$ cat config.mk
export PLATFORM = sky130hd
export DESIGN_NAME = mvu_job_scheduler
export DESIGN_NICKNAME = d
export VERILOG_FILES = /design/src/rtl/mvu_job_scheduler.sv
export SDC_FILE = /design/constraint.sdc
export NUM_CORES = 1
export LEC_CHECK = 0
export ABC_AREA = 1
export CORE_ASPECT_RATIO = 0.6
export CORE_MARGIN = 4
export CORE_UTILIZATION = 46
export CTS_BUF_LIST = sky130_fd_sc_hd__clkbuf_2 sky130_fd_sc_hd__clkbuf_4 sky130_fd_sc_hd__clkbuf_8
export DETAILED_ROUTE_END_ITERATION = 16
export PLACE_DENSITY = 0.87
export SETUP_SLACK_MARGIN = 0.05
export SYNTH_ARGS = -nofsm -noshare
export SYNTH_HDL_FRONTEND = slang
export SYNTH_SLANG_ARGS = --single-unit
$ cat constraint.sdc
create_clock -name clk -period 9.48 [get_ports clk]
set_input_delay 2.37 -clock clk [delete_from_list [all_inputs] [get_ports clk]]
set_output_delay 2.37 -clock clk [all_outputs]
set_load 0.05 [all_outputs]
$ cat src/rtl/mvu_job_scheduler.sv
// mvu_job_scheduler: round-robin sharing of one MVU command port among harts,
// with per-hart completion/timeout interrupts and a RUN-state watchdog.
module mvu_job_scheduler #(
   parameter int NUM_HARTS = 8,
   parameter int CMD_W     = 32,
   parameter int WDT_W     = 20
) (
   input  logic                         clk,
   input  logic                         rst,
   input  logic [NUM_HARTS-1:0]         req_valid,
   input  logic [NUM_HARTS*CMD_W-1:0]   req_cmd,
   output logic [NUM_HARTS-1:0]         req_ready,
   output logic                         mvu_cmd_vld,
   output logic [CMD_W-1:0]             mvu_cmd,
   output logic [$clog2(NUM_HARTS)-1:0] mvu_hart,
   input  logic                         mvu_cmd_rdy,
   input  logic                         mvu_done,
   output logic                         mvu_abort,
   output logic [NUM_HARTS-1:0]         irq_done,
   output logic [NUM_HARTS-1:0]         irq_err,
   output logic                         busy
);
   localparam int HW = $clog2(NUM_HARTS);
   typedef enum logic [1:0] {IDLE, ISSUE, RUN} state_t;
   state_t state, state_nxt;
   logic [HW-1:0] rr_ptr, grant, idx;
   logic [WDT_W-1:0] wdt;
   logic [NUM_HARTS-1:0] owner_oh;
   logic any_req, take, finish, expire, timeout;
   assign any_req  = |req_valid;
   assign owner_oh = NUM_HARTS'(1) << mvu_hart;
   // expiry is flagged in the cycle the counter would step onto all-ones
   assign expire   = ~wdt == WDT_W'(1);
   // descending scan so the requester closest to rr_ptr wins
   always_comb begin
      grant = rr_ptr;
      idx   = '0;
      for (int i = NUM_HARTS-1; i >= 0; i--) begin
         idx = HW'((int'(rr_ptr) + i) % NUM_HARTS);
         if (req_valid[idx]) grant = idx;
      end
   end
   always_comb begin
      state_nxt   = state;
      take        = state == IDLE && any_req;
      finish      = state == RUN && mvu_done;
      timeout     = state == RUN && !mvu_done && expire;
      req_ready   = (take && !rst) ? NUM_HARTS'(1) << grant : '0;
      mvu_cmd_vld = state == ISSUE;
      busy        = state != IDLE;
      if (take) state_nxt = ISSUE;
      if (state == ISSUE && mvu_cmd_rdy) state_nxt = RUN;
      if (finish || timeout) state_nxt = IDLE;
   end
   always_ff @(posedge clk or posedge rst)
      if (rst) state <= IDLE;
      else state <= state_nxt;
   always_ff @(posedge clk or posedge rst)
      if (rst) begin
         rr_ptr    <= '0;
         mvu_cmd   <= '0;
         mvu_hart  <= '0;
         wdt       <= '0;
         mvu_abort <= 1'b0;
         irq_done  <= '0;
         irq_err   <= '0;
      end else begin
         mvu_abort <= timeout;
         irq_done  <= finish ? owner_oh : '0;
         irq_err   <= timeout ? owner_oh : '0;
         wdt       <= state == ISSUE ? '0 : state == RUN ? wdt + 1'b1 : wdt;
         if (take) begin
            mvu_cmd  <= req_cmd[grant*CMD_W +: CMD_W];
            mvu_hart <= grant;
            rr_ptr   <= grant == HW'(NUM_HARTS-1) ? '0 : grant + 1'b1;
         end
      end
endmodule

======== Yosys cells after proc, flatten, opt, wreduce, memory -nomap -nowiden ========
Index checks and enable logic that the tools add are counted.
cells by class
  add/sub/neg operators ................... 9
  $lt $le $gt $ge ......................... 8
  shift operators ......................... 3
  reductions and logical operators ........ 14
  equality and inequality tests ........... 4
  bitwise gates (word level) .............. 1
  multiplexer cells ....................... 33
operators with widths
  kind                     count
  $shiftx A256 B9 Y32      1
  $mux W20                 2
  $lt A3 B4 Y1 const B     8
  $mux W3                  9
  $bmux W1 S3              8
  $mux W8                  3
  $add A20 B1 Y20 const B  1
  $eq A20 B1 Y1 const B    1
  $not A20 Y20             1
  $shl A1 B3 Y8 const A    2
  $add A3 B3 Y3 const B    4
  $mux W1                  8
  $reduce_or A8 Y1         1
  $add A3 B1 Y3 const B    2
  $add A3 B2 Y3 const B    2
  $logic_and A1 B1 Y1      6
  $mux W2                  3
  $reduce_bool A2 Y1       2
  $eq A3 B3 Y1 const B     1
  $reduce_bool A3 Y1       1
  $eq A2 B1 Y1 const B     1
  $eq A2 B2 Y1 const B     1
  $logic_not A1 Y1         2
  $logic_not A2 Y1         1
  $logic_or A1 B1 Y1       1
word-level totals
  logic and storage cells ................. 80
  output and inout bits ................... 62
  register bits after elaboration ......... 77

======== Logic depth before layout (Yosys ltp) ========
Gate-level depths: netlist (run 1).
  depth after elaboration ................. 13
  gate-level depth with buffers ........... 24
  depth with buffers taken out ............ 22

======== Worst setup path after synthesis (run 1) ========
OpenSTA, ideal clock, no wires.
  kind .................................... in2out
  start point ............................. input port rst
  end point ............................... output port req_ready[0]
  path buffers ............................ 0
  stages on the path ...................... 3
  path slack .............................. 1951 ps
  data arrival time ....................... 5159 ps
  cells stage by stage .................... inv_1 nand4_1 nor2_1
on the way
  longest elaborated chain between the ends .. 3
ends and longest elaborated chain
  element                     RTL line  text
  start: declaration          9         input logic rst,
  $logic_not A1 Y1 (no line)  n/a
  $logic_and A1 B1 Y1         48        req_ready = (take && !rst) ? NUM_HARTS'(1) << grant : '0;
  $mux W8                     48
  end: declaration            12        output logic [NUM_HARTS-1:0] req_ready,
No other way between the ends.

======== Final worst setup path (run 1) ========
  start point ............................. input port req_valid[5]
  end point ............................... output port req_ready[6]
on the way
  longest elaborated chain between the ends .. 12
  elaborated cells on any way between the ends .. 29
  classes of those cells .................. shift (1); mux (25); reduce/logical (3)
ends and longest elaborated chain
  element                        RTL line  text
  start: declaration             10        input logic [NUM_HARTS-1:0] req_valid,
  $bmux W1 S3                    40        if (req_valid[idx]) grant = idx;
  $mux W1 (not written as such)  40
  $mux W3 (8 in a row)           40
  $shl A1 B3 Y8                  48
  $mux W8 *                      48
Every way passes the cells marked *; elsewhere a longest branch is shown, timed or not. The select of a mux whose other input is x is not followed.

==> flow_summary_export.csv, run 1 <==
group,metric,value,unit
critical_path,cp_slowest_cell,"clkdlybuf4s50_1",
clocking,clk_pin_slew,0.07,ns
clocking,h-tree-depth,3,
floorplan,die_area,17300,um^2
critical_path,cp_max_fo,33,
detailed_routing,route.vias.total,8766,
clocking,cts_root_buf,"clkbuf_8",
global_route,grt_pass1_vias,8326,
global_route,overflow,0,
synth,ys.flop_type,"dfrtp_1",
detailed_routing,wire_per_inst,16.1,um
synth,synth-seq-area-share,27.5,%
timing,worst_slew_pin_slew,1.16,ns
job,drv_cap,0,
critical_path,path_cells,"clkdlybuf4s50_1, nand2_1, nand3_1, nand3_1, nand2_1, inv_2, nand2_1, nand2_1, nand2_1, nand2_1, nand2_2, nand2_4, nand2_4, nand2_2, nand2_2, nand2_1, nor3_1, clkdlybuf4s50_1",
critical_path,crit_arrival,5.60,ns
timing,slew_violations,0,
timing,post-route-period-util,84.1,%
synth,synth_compound_area_share,2.98,%
timing,skew,0.0126,ns
layout,areaGrowthSynthToFinish,49.0,%
timing,hold_ws,0.505,ns
synth,synth_top_family_by_area,"simple AND/OR/NAND/NOR gates",
placement,post-dp-hpwl,20800,um
clocking,holdBufCountCts,0,
detailed_routing,avgViaCountPerCell,5.15,
layout,drive_gt1_share,3.59,%
timing,setup_viol_count_final,0,
synth,synth_top_area_share,27.5,%
layout,final_area,10400,um^2
floorplan,core_area,14700,um^2
timing,rsz0062_at_grt,"no",
placement,io_buffer_count,329,
synth,synthAdderAreaFrac,1.61,%
clocking,cts_resized,0,
floorplan,die_x,167,um
placement,placed_area,10200,um^2
synth,yosys.area.top_type,"dfrtp_1",
synth,ys_ff_latch,77,
critical_path,cp.required,7.11,ns
global_route,grt_pass1_wl,43200,um
clocking,insertion_delay,0.36,ns
synth,synth_nets,1497,
synth,synth_cell_types,30,
floorplan,ioPinCount,330,
detailed_routing,drt_iter0_drc,689,
layout,nets,1775,
detailed_routing,ant_nets,0,
synth,yosys.area_share.simple,51.9,%
critical_path,worst_path_most_repeated_cell,"nand2_1",
global_route,grt.total_usage,30.2,%
floorplan,initial_core_util,47.6,%
clocking,cts_tree,"yes",
synth,avgSynthCellArea,5.74,um^2
detailed_routing,drt-total-wl,27300,um
global_route,grt_start_max_net_pins,98,
layout,antennaDiodeCount,0,
critical_path,max_stage_delay,0.83,ns
detailed_routing,first_pass_iters,5,
synth,synthXorXnorAreaFrac,0.464,%
detailed_routing,drcViolationCount,0,
timing,fin_tns_setup,0,ns
critical_path,start_kind,"input port",
synth,synth_most_common_cell,"nand2_1",
synth,synthArstFlopShare,100,%
timing,fmax,125,MHz
layout,post-route-util,70.9,%
critical_path,end_kind,"output pin",
outcome,outcome,"finished, final reports clean",
synth,synthMuxAreaShare,0.143,%
floorplan,num_rows,34,
clocking,cts-buffers-inserted,9,
synth,postSynthCellCount,1220,
clocking,clkSinkCount,77,
timing,hold_viol,0,
timing,slew_headroom,22.8,%
placement,place.gp.congestion,0.895,
timing,period_minus_slack,7.97,ns
global_route,antenna_found_initial,0,
clocking,cts_setup_buffers,0,
synth,synth_edf_count,0,
floorplan,die_h,104,um
synth,ys_top_cells_by_area,"dfrtp_1, nand2_1, nand3_1",
layout,num-fill-cells,1318,
clocking,clockBufferDepth,2,
critical_path,critical_path_class,"in2out",
min_path,hold_path.class,"reg2reg",
synth,yosysWarnings,0,
synth,netlist_area,7010,um^2
synth,ys_top_cells_by_count,"nand2_1, nand3_1, inv_1, dfrtp_1, buf_2",
[worst paths after layout]
kind	from	to	slack [ns]	cells after the start
worst max-delay path	req_valid[5]	req_ready[6]	1.51	18
worst min-delay path	mvu_cmd[12]	mvu_cmd[12]	0.51	2
worst max register to register	rr_ptr[0]	mvu_cmd[5]	5.09	20
worst min register to register	mvu_cmd[12]	mvu_cmd[12]	0.51	2
max in group asynchronous	rst	wdt[1]	6.06	3
min in group asynchronous	rst	irq_done[5]	2.74	3
[cells by family after synthesis]
kind of cell	after synthesis
buffers and inverters	250
flip-flops	77
AND/OR/NAND/NOR	842
adder cells (fa/ha/maj)	9
AO/OA/AOI/OAI	39
XOR/XNOR	2
multiplexers	1
[critical path: cells and delay by family]
family        cells  cell delay, ns
buf+inv           3            1.40
simple gates     15            1.81
[layout make-up]
cell class              count  area (um^2)  share of cell area, %
inverters                 180          677                   6.48
well taps                 198          248                   2.37
multi-input cells         893         4010                   38.4
repair buffers            337         3350                   32.1
flip-flops and latches     77         1930                   18.5
clock buffers              11          145                   1.39
clock inverters             5         83.8                  0.803
[through the flow]
| step | instances | worst slack (ns) |
|---|---|---|
| floorplan | 1220 | 1.95 |
| global placement | 1685 | 1.59 |
| detailed placement | 1685 | 1.54 |
| CTS | 1701 | 1.53 |
| global route | 1701 | 1.32 |
| finish | 1701 | 1.51 |
[state kept, by name (all words and copies together) (netlist names)]
signal / cells
irq_done: 8
irq_err: 8
mvu_abort: 1
mvu_cmd: 32
mvu_hart: 3
rr_ptr: 3
state: 2
wdt: 20
[metal layers]
metal / part of all wire [%] / up-vias / routed length [um] / GRT usage (%)
li1: - / 4353 / - / -
met4: 1.9 / 0 / 514 / 7.12
met3: 9.1 / 40 / 2490 / 7.27
met2: 46 / 389 / 12600 / 49.1
met1: 43 / 3984 / 11700 / 40.7
met5: 0 / - / 0 / 0
[placed cells by master, fill, tap and decap left out, drive strengths merged, types with 11 or more instances in the layout]
cell | synthesis | routed
clkdlybuf4s50 | 0 | 323
dfrtp | 77 | 77
nor2 | 36 | 36
o21ai | 14 | 14
a21oi | 21 | 21
nor3 | 13 | 13
inv | 180 | 179
clkbuf | 8 | 11
nand3 | 277 | 277
nand2 | 500 | 500
buf | 62 | 14
Power of run 1 is not shown: default switching activity piles up to over one toggle a cycle in this logic, so the estimate is an artifact.
==> run 2: changes to the inputs <==
--- a/config.mk
+++ b/config.mk
@@ -8,10 +8,10 @@
 export ABC_AREA = 1
 export CORE_ASPECT_RATIO = 0.6
 export CORE_MARGIN = 4
-export CORE_UTILIZATION = 46
+export CORE_UTILIZATION = 43
 export CTS_BUF_LIST = sky130_fd_sc_hd__clkbuf_2 sky130_fd_sc_hd__clkbuf_4 sky130_fd_sc_hd__clkbuf_8
 export DETAILED_ROUTE_END_ITERATION = 16
-export PLACE_DENSITY = 0.87
+export PLACE_DENSITY = 0.82
 export SETUP_SLACK_MARGIN = 0.05
 export SYNTH_ARGS = -nofsm -noshare
 export SYNTH_HDL_FRONTEND = slang
==> constraint.sdc (replaced) <==
create_clock -name clk -period 8.11 [get_ports clk]
set_input_delay 2.0275 -clock clk [delete_from_list [all_inputs] [get_ports clk]]
set_output_delay 2.0275 -clock clk [all_outputs]
set_load 0.05 [all_outputs]
==> run 2 against run 1 <==
Net effect: wire length is 1.5% lower; clock-buffer cell count is 1 lower; sequential share of layout area is 0.13 points lower; utilization is 3.7 points lower; first-iteration DRC count is 7.3% lower; sequential cell count stayed put; cell count is 0.47% higher; global-route usage is 2.0 points lower; critical endpoint is now req_ready[7].
==> flow_summary_export.csv, run 2 (same netlist as run 1, synthesis figures left out) <==
group,metric,value,unit
critical_path,start_kind,"input port",
clocking,clkSinkCount,77,
layout,nets,1778,
critical_path,cp.required,6.08,ns
floorplan,die_area,18500,um^2
layout,final_common_cell,"nand2_1",
layout,reg_top3,"mvu_cmd (32), wdt (20)",
outcome,outcome,"finished, final reports clean",
layout,largest_register_ffs,32,
timing,fin_tns_setup,0,ns
clocking,insertion_delay,0.37,ns
critical_path,cp_slowest_cell,"clkdlybuf4s50_1",
floorplan,die_h,107,um
critical_path,cp_top_family,"simple AND/OR/NAND/NOR gates",
timing,slew_headroom,24.5,%
layout,antennaDiodeCount,0,
critical_path,critical_path_class,"in2out",
timing,period_minus_slack,6.99,ns
layout,areaGrowthSynthToFinish,50.0,%
detailed_routing,wire_per_inst,15.7,um
detailed_routing,first_pass_iters,5,
clocking,cts_tree,"yes",
floorplan,ioPinCount,330,
floorplan,num_rows,35,
critical_path,max_stage_delay,0.52,ns
clocking,clk_pin_slew,0.08,ns
detailed_routing,drt-total-wl,26900,um
job,drv_cap,0,
timing,skew,0.0153,ns
clocking,cts_resized,0,
clocking,cts-buffers-inserted,9,
global_route,grt.total_usage,28.1,%
clocking,cts_setup_buffers,0,
layout,regArea,1930,um^2
critical_path,crit_arrival,4.96,ns
detailed_routing,route.vias.total,8824,
detailed_routing,avgViaCountPerCell,5.16,
detailed_routing,drt_iter0_drc,639,
global_route,antenna_found_initial,0,
clocking,holdBufCountCts,0,
detailed_routing,ant_nets,0,
critical_path,cp_max_fo,46,
critical_path,path_cells,"clkdlybuf4s50_1, nand2_1, nand3_1, nand3_1, nand2_1, inv_2, nand2_1, nand2_1, nand2_1, nand2_1, nand2_2, nand2_4, nand2_4, nand2_4, nand2_4, ha_1, ha_1, nor3b_1, buf_12",
global_route,grt_pass1_vias,8291,
layout,mostFrequentLayoutCells,"nand2_1, clkdlybuf4s50_1, nand3_1",
timing,hold_viol,0,
timing,setup_viol_count_final,0,
timing,worst_slew_pin_slew,1.13,ns
floorplan,core_area,15600,um^2
critical_path,cp_num_buf_inv,3,
critical_path,end_kind,"output pin",
layout,top_register,"mvu_cmd",
layout,num-fill-cells,1405,
min_path,hold_path.class,"reg2reg",
timing,fmax,143,MHz
clocking,cts_root_buf,"clkbuf_8",
timing,post-route-period-util,86.2,%
layout,multi_input_area,4010,um^2
placement,io_buffer_count,329,
clocking,h-tree-depth,3,
critical_path,worst_path_most_repeated_cell,"nand2_1",
timing,slew_violations,0,
placement,post-dp-hpwl,20800,um
placement,place.gp.congestion,0.901,
global_route,overflow,0,
clocking,clockBufferDepth,2,
global_route,grt_pass1_wl,42400,um
global_route,grt_start_max_net_pins,97,
timing,rsz0062_at_grt,"no",
detailed_routing,drcViolationCount,0,
floorplan,die_x,173,um
floorplan,initial_core_util,44.8,%
layout,drive_gt1_share,3.92,%
run 2: cell count changes in the layout (fill, tap and decap cells not counted), moves of 2 or more:
cell,before,now
buf_12,1,7
clkdlybuf4s50_1,323,321
clkinvlp_4,2,0
inv_6,0,2
run 2: worst register-to-register path: cells and delay by family, from the launching register on:
family / cells / cell delay, ns
adders and majority gates: 1 / 0.46
buffers and inverters: 3 / 1.07
DFF: 1 / 0.67
and+or+nand+nor: 18 / 1.96
run 2: through the flow:
stage	worst slack, ns	area (um^2)	hold slack, ns	util, %	cells
finish	1.12	10500	0.500	67.2	1709
global route	0.857	10500	0.525	67.2	1709
global placement	1.17	10300	0.479	65.9	1693
CTS	1.10	10500	0.507	67.2	1709
detailed placement	1.11	10300	0.485	65.9	1693
floorplan	1.27	7010	0.492	-	1220
run 2: cell type report:
cell class,instances,share of cell area (%)
flip-flops and latches,77,18.3
well taps,203,2.42
clock buffers,10,1.25
repair buffers,340,32.8
clock inverters,6,0.667
inverters,180,6.44
multi-input cells,893,38.1
run 2: metal layers:
layer / vias to the layer above / GRT usage [%] / share of wire, %
li1: 4366 / - / -
met1: 4057 / 37.9 / 44
met2: 356 / 45.0 / 45
met3: 45 / 7.65 / 8.0
met4: 0 / 7.51 / 2.2
met5: - / 0 / 0
run 2: final timing paths:
path                              startpoint            to  slack (ns)  cells past startpoint
worst min register to register    mvu_cmd[5]    mvu_cmd[5]        0.50                      2
worst min-delay path              mvu_cmd[5]    mvu_cmd[5]        0.50                      2
max in group asynchronous                rst    mvu_cmd[6]        4.98                      3
min in group asynchronous                rst    irq_err[1]        2.50                      3
worst max register to register     rr_ptr[0]   mvu_cmd[15]        3.89                     22
worst max-delay path            req_valid[1]  req_ready[7]        1.12                     19
Power of run 2 is left out for the same reason.
==> run 3: changes to the inputs <==
--- a/config.mk
+++ b/config.mk
@@ -7,7 +7,7 @@
 export LEC_CHECK = 0
 export ABC_AREA = 1
 export CORE_ASPECT_RATIO = 0.6
-export CORE_MARGIN = 4
+export CORE_MARGIN = 3
 export CORE_UTILIZATION = 43
 export CTS_BUF_LIST = sky130_fd_sc_hd__clkbuf_2 sky130_fd_sc_hd__clkbuf_4 sky130_fd_sc_hd__clkbuf_8
 export DETAILED_ROUTE_END_ITERATION = 16
==> run 3 against run 2 <==
Net effect: cell area unchanged; cell count unchanged; clock skew decreased by 0.0011 ns; maximum frequency increased by 1.6%; first-iteration DRC count increased by 31%; wire length decreased by 0.22%; clock-buffer cell count increased by 1.
==> flow_summary_export.csv, run 3 (same netlist as run 1, synthesis figures left out) <==
group,metric,value,unit
job,drv_cap,0,
critical_path,cp.required,6.08,ns
layout,reg_top3,"mvu_cmd (32), wdt (20)",
layout,mostFrequentLayoutCells,"nand2_1, clkdlybuf4s50_1, nand3_1",
layout,antennaDiodeCount,0,
clocking,clkSinkCount,77,
clocking,insertion_delay,0.37,ns
floorplan,num_rows,35,
global_route,grt_pass1_vias,7995,
clocking,clockBufferDepth,2,
clocking,cts_tree,"yes",
layout,final_common_cell,"nand2_1",
timing,fmax,145,MHz
timing,fin_tns_setup,0,ns
critical_path,max_stage_delay,0.53,ns
global_route,grtUsageMet1,39.7,%
clocking,cts_setup_buffers,0,
timing,hold_viol,0,
layout,top_register,"mvu_cmd",
timing,hold_ws,0.503,ns
timing,slew_violations,0,
global_route,antenna_found_initial,0,
floorplan,ioPinCount,330,
layout,largest_register_ffs,32,
timing,worst_slew_pin_slew,1.04,ns
detailed_routing,drcViolationCount,0,
critical_path,start_kind,"input port",
critical_path,worst_path_most_repeated_cell,"nand2_1",
global_route,grt_pass1_wl,42000,um
clocking,cts-buffers-inserted,9,
detailed_routing,avgViaCountPerCell,5.10,
clocking,cts_root_buf,"clkbuf_8",
min_path,hold_path.class,"reg2reg",
critical_path,cp_slowest_cell,"clkdlybuf4s50_1",
detailed_routing,wire_per_inst,15.7,um
timing,slew_headroom,30.4,%
clocking,holdBufCountCts,0,
timing,setup_viol_count_final,0,
global_route,grt_start_max_net_pins,98,
critical_path,critical_path_class,"in2out",
global_route,grt.busiest_layer,"met2",
floorplan,die_h,105,um
clocking,clk_pin_slew,0.08,ns
floorplan,die_area,17900,um^2
clocking,cts_resized,0,
layout,drive_gt1_share,3.85,%
detailed_routing,first_pass_iters,5,
timing,period_minus_slack,6.88,ns
detailed_routing,drt-total-wl,26800,um
floorplan,initial_core_util,44.8,%
placement,io_buffer_count,329,
timing,skew,0.0142,ns
floorplan,core_area,15600,um^2
critical_path,path_cells,"clkdlybuf4s50_1, nand2_1, nand3_1, nand3_1, nand2_1, inv_2, nand2_1, nand2_1, nand2_1, nand2_1, nand2_2, nand2_4, nand2_4, nand2_2, buf_4, nand2_2, nand2_1, nor3_1, buf_12",
critical_path,crit_arrival,4.85,ns
floorplan,die_x,171,um
layout,areaGrowthSynthToFinish,50.0,%
detailed_routing,ant_nets,0,
global_route,grt.total_usage,29.3,%
detailed_routing,drt_iter0_drc,834,
placement,place.gp.congestion,0.913,
timing,rsz0062_at_grt,"no",
layout,nets,1778,
global_route,grtUsageMet3,7.60,%
detailed_routing,route.vias.total,8708,
global_route,overflow,0,
critical_path,end_kind,"output pin",
placement,post-dp-hpwl,20500,um
timing,post-route-period-util,84.8,%
critical_path,cp_top_family,"simple AND/OR/NAND/NOR gates",
clocking,h-tree-depth,3,
global_route,grt_util_met2,46.4,%
critical_path,cp_num_buf_inv,4,
critical_path,cp_max_fo,33,
outcome,outcome,"finished, final reports clean",
==> run 3: cell types whose count changed in the layout (fill, tap and decap cells not counted) <==
cell | before | now
buf_4 | 12 | 13
nand2_2 | 5 | 4
clkbuf_4 | 1 | 0
clkbuf_8 | 9 | 11
clkinv_2 | 2 | 1
buf_12 | 7 | 6
nand2_1 | 491 | 492
==> run 3: tightest hold or removal path, stage by stage, from the launching register on <==
cell and delay (ns):
dfrtp_1 0.35, nand2_1 0.05, nand3_1 0.07
==> run 3: cell type report <==
cell class              count  area [um^2]
clock buffers              11          151
inverters                 180          677
repair buffers            340         3430
fillers                  1408         5120
clock inverters             5         65.1
flip-flops and latches     77         1930
multi-input cells         893         4010
well taps                 203          254
==> run 3: layer usage <==
metal / part of all wire [%] / wire length, um / vias to the layer above
met3: 9.2 / 2470 / 44
met1: 43 / 11600 / 3957
met4: 2.2 / 599 / 0
met2: 45 / 12200 / 358
met5: 0 / 0 / -
li1: - / - / 4349
==> run 3: worst paths after layout <==
| check | startpoint | endpoint | slack [ns] | depth (start not counted) |
|---|---|---|---|---|
| worst min register to register | mvu_cmd[5] | mvu_cmd[5] | 0.50 | 2 |
| max in group asynchronous | rst | wdt[0] | 5.03 | 3 |
| worst min-delay path | mvu_cmd[5] | mvu_cmd[5] | 0.50 | 2 |
| worst max register to register | rr_ptr[0] | mvu_cmd[16] | 3.97 | 21 |
| min in group asynchronous | rst | irq_done[7] | 2.44 | 3 |
| worst max-delay path | req_valid[5] | req_ready[4] | 1.23 | 19 |
==> run 3: per-stage QoR <==
stage | setup WS [ns] | cell area [um^2] | utilization, % | std cells
CTS | 1.26 | 10500 | 67.2 | 1709
floorplan | 1.27 | 7010 | - | 1220
detailed placement | 1.26 | 10300 | 65.9 | 1693
finish | 1.23 | 10500 | 67.2 | 1709
global placement | 1.28 | 10300 | 65.9 | 1693
global route | 0.942 | 10500 | 67.2 | 1709
Power of run 3 is left out for the same reason.
==> variant 1, RTL diff (config.mk and constraints of run 2) <==
Re-encode `state_t` (3 states) as one-hot, 3 bits wide.
--- a/src/rtl/mvu_job_scheduler.sv
+++ b/src/rtl/mvu_job_scheduler.sv
@@ -22,5 +22,5 @@
 );
    localparam int HW = $clog2(NUM_HARTS);
-   typedef enum logic [1:0] {IDLE, ISSUE, RUN} state_t;
+   typedef enum logic [2:0] {IDLE = 3'b001, ISSUE = 3'b010, RUN = 3'b100} state_t;
    state_t state, state_nxt;
    logic [HW-1:0] rr_ptr, grant, idx;
Formal check against the unedited RTL: same outputs for any inputs over 4 cycles, from zero or initial values and one cycle with rst high; so few cycles prove little.
==> variant 1 against run 2 <==
Via count is 0.95% higher; count of clock-buffer cells in the layout unchanged; routed wire length grew 7.0%; critical endpoint is now req_ready[6]; setup slack got worse by 110 ps; final area about the same; critical path type unchanged; sequential cell count is 1 higher; largest cell class unchanged; synthesized area increased by 0.25%.
==> variant 1: results (changes against run 2) <==
powerComb_mw: 4.51
area_growth_pct: 49.8
reg.largest.list: "mvu_cmd x32, wdt x20"
placed_cells: 1702  # +0.53%
hp-class: "reg -> reg"
fin_skew_ps: 11.9  # -3.39 ps
gr-usage-all-layers: 0.302  # +0.0205
slowest_delay_ps: 670  # +150 ps
first_global_vias: 8090  # -2.4%
synthTopCellsByCount: "nand2_1 (493), nand3_1 (274), inv_1 (170)"
synthDistinctLibCells: 33  # +10%
wl_mm: 28.8  # +7.0%
grt_use_met1: 0.407  # +0.0280
nNonClkBuffers: 341  # +0.29%
drtPass1Iterations: 5  # unchanged
clock_sinks: 78  # +1.3%
nonClkBufAreaFrac: 0.326  # -0.00170
layout-drive-gt1-share: 0.0416  # +0.00241
multi_input_cells: 898  # +0.56%
status: "completed"
ys_seq_area_frac: 0.278  # +0.00305
placed_area_um2: 10300  # about the same
inv_count: 182  # +1.1%
via_count: 8908  # +0.95%
seqCellArea_um2: 1950  # +1.4%
p_sw_mw: 3.40
wire_per_inst_um: 16.7  # +6.5%
finalNetCount: 1784  # +0.34%
crit_path_start: "req_valid[1]"
synth_area_leaders: "dfrtp_1 (27%), nand2_1 (26%), nand3_1 (20%)"
wl_met2_mm: 12.8  # +5.3%
grt_pass1_wl_mm: 44.8  # +5.8%
crit_slowest_cell: "buf_4"
wl_met1_mm: 12.6  # +5.0%
clockNetworkAreaShare: 0.0193  # +0.000103
gp_routability_congestion: 0.995  # +10%
antenna_found_initial: 1  # +1
dieArea_um2: 18500  # +0.23%
antenna_cells: 0  # unchanged
async_flop_share: 1.00  # unchanged
worst-path-max-fanout: 67  # +46%
place_hpwl_mm: 21.6  # +3.6%
max-slew-margin-rel: 0.292  # +0.0469
met2_usage: 0.474  # +0.0236
syn_area_per_cell_um2: 5.72  # -0.40%
synth_nets: 1502  # +0.33%
grt_util_met3: 0.0913  # +0.0148
arrival_ps: 5080  # +120 ps
fillCellCount: 1453  # +3.4%
place_ws_ps: 1080  # -27.7 ps
drt_iter0_markers: 717  # +12%
wl_met3_mm: 2.65  # +23%
worstHoldStart: "wdt[6]$_DFFE_PP0P_"
routed.top_layer: "met5"
grt_max_degree: 94  # -3.1%
multi_input_area_share: 0.380  # -0.00139
==> variant 1: worst paths after layout <==
check / to / slack [ps] / cells after the start
setup / recovery: req_ready[6] / 1010 / 17
max in group asynchronous: mvu_cmd[16]$_DFFE_PP0P_ / 5030 / 3
setup reg to reg: mvu_cmd[12]$_DFFE_PP0P_ / 3750 / 22
hold / removal: wdt[6]$_DFFE_PP0P_ / 490 / 1
min in group asynchronous: mvu_hart[0]$_DFFE_PP0P_ / 2440 / 3
hold reg to reg: wdt[6]$_DFFE_PP0P_ / 490 / 1
==> variant 1: logic make-up (layout without fill, tap and decap cells) <==
group / after synthesis / count (layout) / synth area share
AOI/OAI and AO/OA: 46 / 46 / 0.0360
buffers and inverters: 252 / 539 / 0.157
xor gates and xnor gates: 2 / 2 / 0.00249
and+or+nand+nor: 844 / 844 / 0.515
DFF: 78 / 78 / 0.278
adders and majority gates: 6 / 6 / 0.0107
==> variant 2, RTL diff (settings of run 2) <==
Made on the original files. Set the parameter `WDT_W` to 24 (it was 20).
--- a/src/rtl/mvu_job_scheduler.sv
+++ b/src/rtl/mvu_job_scheduler.sv
@@ -4,5 +4,5 @@
    parameter int NUM_HARTS = 8,
    parameter int CMD_W     = 32,
-   parameter int WDT_W     = 20
+   parameter int WDT_W     = 24
 ) (
    input  logic                         clk,
Check against the original RTL: same outputs for any inputs over 4 cycles, from zero or initial values and one cycle with rst high; that may be too few to reach the edited logic, so the function may still have changed.
==> variant 2 against run 2 <==
Routed wire length rose by 4.8%; synthesized area rose by 3.5%; synthesized cell count rose by 3.0%; setup slack improved by 0.69 ps; sequential cell count rose by 4; final area rose by 2.2%; critical path type unchanged; highest routed layer unchanged.
Power is not shown: default switching activity piles up to over one toggle a cycle in this logic, so the estimate is an artifact.
==> variant 2: results (changes against run 2) <==
cts_setup_buffers: 0  # unchanged
fin_skew_ps: 20.2  # +4.96 ps
final_util: 0.655  # -0.0173
met2_usage: 0.446  # -0.00396
synthDistinctLibCells: 37  # +23%
fillCellCount: 1522  # +8.3%
r2r_setup_slack_ps: 3830  # -60 ps
grt_util_met3: 0.0835  # +0.00705
synthTopCellsByCount: "nand2_1 (510), nand3_1 (278), inv_1 (168)"
max_slew.worst_pin.slew_ps: 1060  # -76.6 ps
place_ws_ps: 1190  # +74.8 ps
via_per_inst: 5.11  # -0.99%
placed_cells: 1756  # +3.7%
worstHoldStart: "wdt[18]$_DFFE_PP0P_"
synth_nets: 1532  # +2.3%
worst-path-max-fanout: 34  # -26%
wire_per_inst_um: 15.9  # +1.1%
gp_routability_congestion: 0.967  # +7.4%
grt_max_degree: 96  # -1.0%
reg.largest.list: "mvu_cmd x32, wdt x24"
antenna_found_initial: 0  # unchanged
r2r_cells: 21  # -4.5%
drt_iter0_markers: 892  # +40%
whs_ps: 489  # -11.3 ps
place_hpwl_mm: 21.5  # +3.1%
gr-usage-all-layers: 0.286  # +0.00495
status: "completed"
syn_inst: 1256  # +3.0%
first_global_vias: 8206  # -1.0%
layout-drive-gt1-share: 0.0369  # -0.00226
whs_path_depth: 1  # -1
wl_mm: 28.2  # +4.8%
grt_use_met1: 0.391  # +0.0117
grt_pass1_wl_mm: 43.4  # +2.6%
synth_area_leaders: "dfrtp_1 (28%), nand2_1 (26%), nand3_1 (19%)"
hold_end: "wdt[19]$_DFFE_PP0P_"
placed_area_um2: 10600  # +2.3%
## variant 2: cell families (layout without fill, tap and decap cells)
logic type	after synthesis	in the layout	synth area share
adders and majority gates	8	8	0.0138
xor gates and xnor gates	3	3	0.00466
DFF	81	81	0.279
and+or+nand+nor	864	864	0.509
buffers and inverters	243	531	0.149
AOI/OAI and AO/OA	57	57	0.0445
## variant 2: worst register-to-register path, cell delays in order (launching register included)
cell and delay [ps]:
dfrtp_1 670, inv_2 250, ha_1 470, inv_2 180, nand3_1 160, nand3_1 170
nand2_1 90, nand2_1 80, nand2_1 50, nand2_1 60, nand2_1 70, nand2_1 90
nand2_2 110, nand2_2 120, nand2_2 380, nand2_2 370, buf_4 370, nand2_1 100
nand3_1 100, nand2_1 90, nand2_1 110, nand3_1 80
## variant 2: worst max path at each step
| stage | to | slack (ps) |
|---|---|---|
| 6_report | req_ready[6] | 1120 |
| 5_1_grt | req_ready[6] | 810 |
| 4_1_cts | req_ready[6] | 1180 |
| 3_5_place_dp | req_ready[6] | 1190 |
| 3_3_place_gp | req_ready[6] | 1230 |
| 2_1_floorplan | req_ready[0] | 1280 |
## variant 2: layout make-up
cell class / count / share of cell area
inverters: 175 / 0.0613
well taps: 228 / 0.0266
multi-input cells: 932 / 0.389
clock buffers: 10 / 0.0128
flip-flops and latches: 81 / 0.189
clock inverters: 6 / 0.00478
repair buffers: 340 / 0.317
## variant 2: layer usage
layer	share of wire	vias to the layer above
li1	-	4499
met1	0.43	4106
met2	0.44	407
met3	0.10	47
met4	0.025	0
met5	0	-
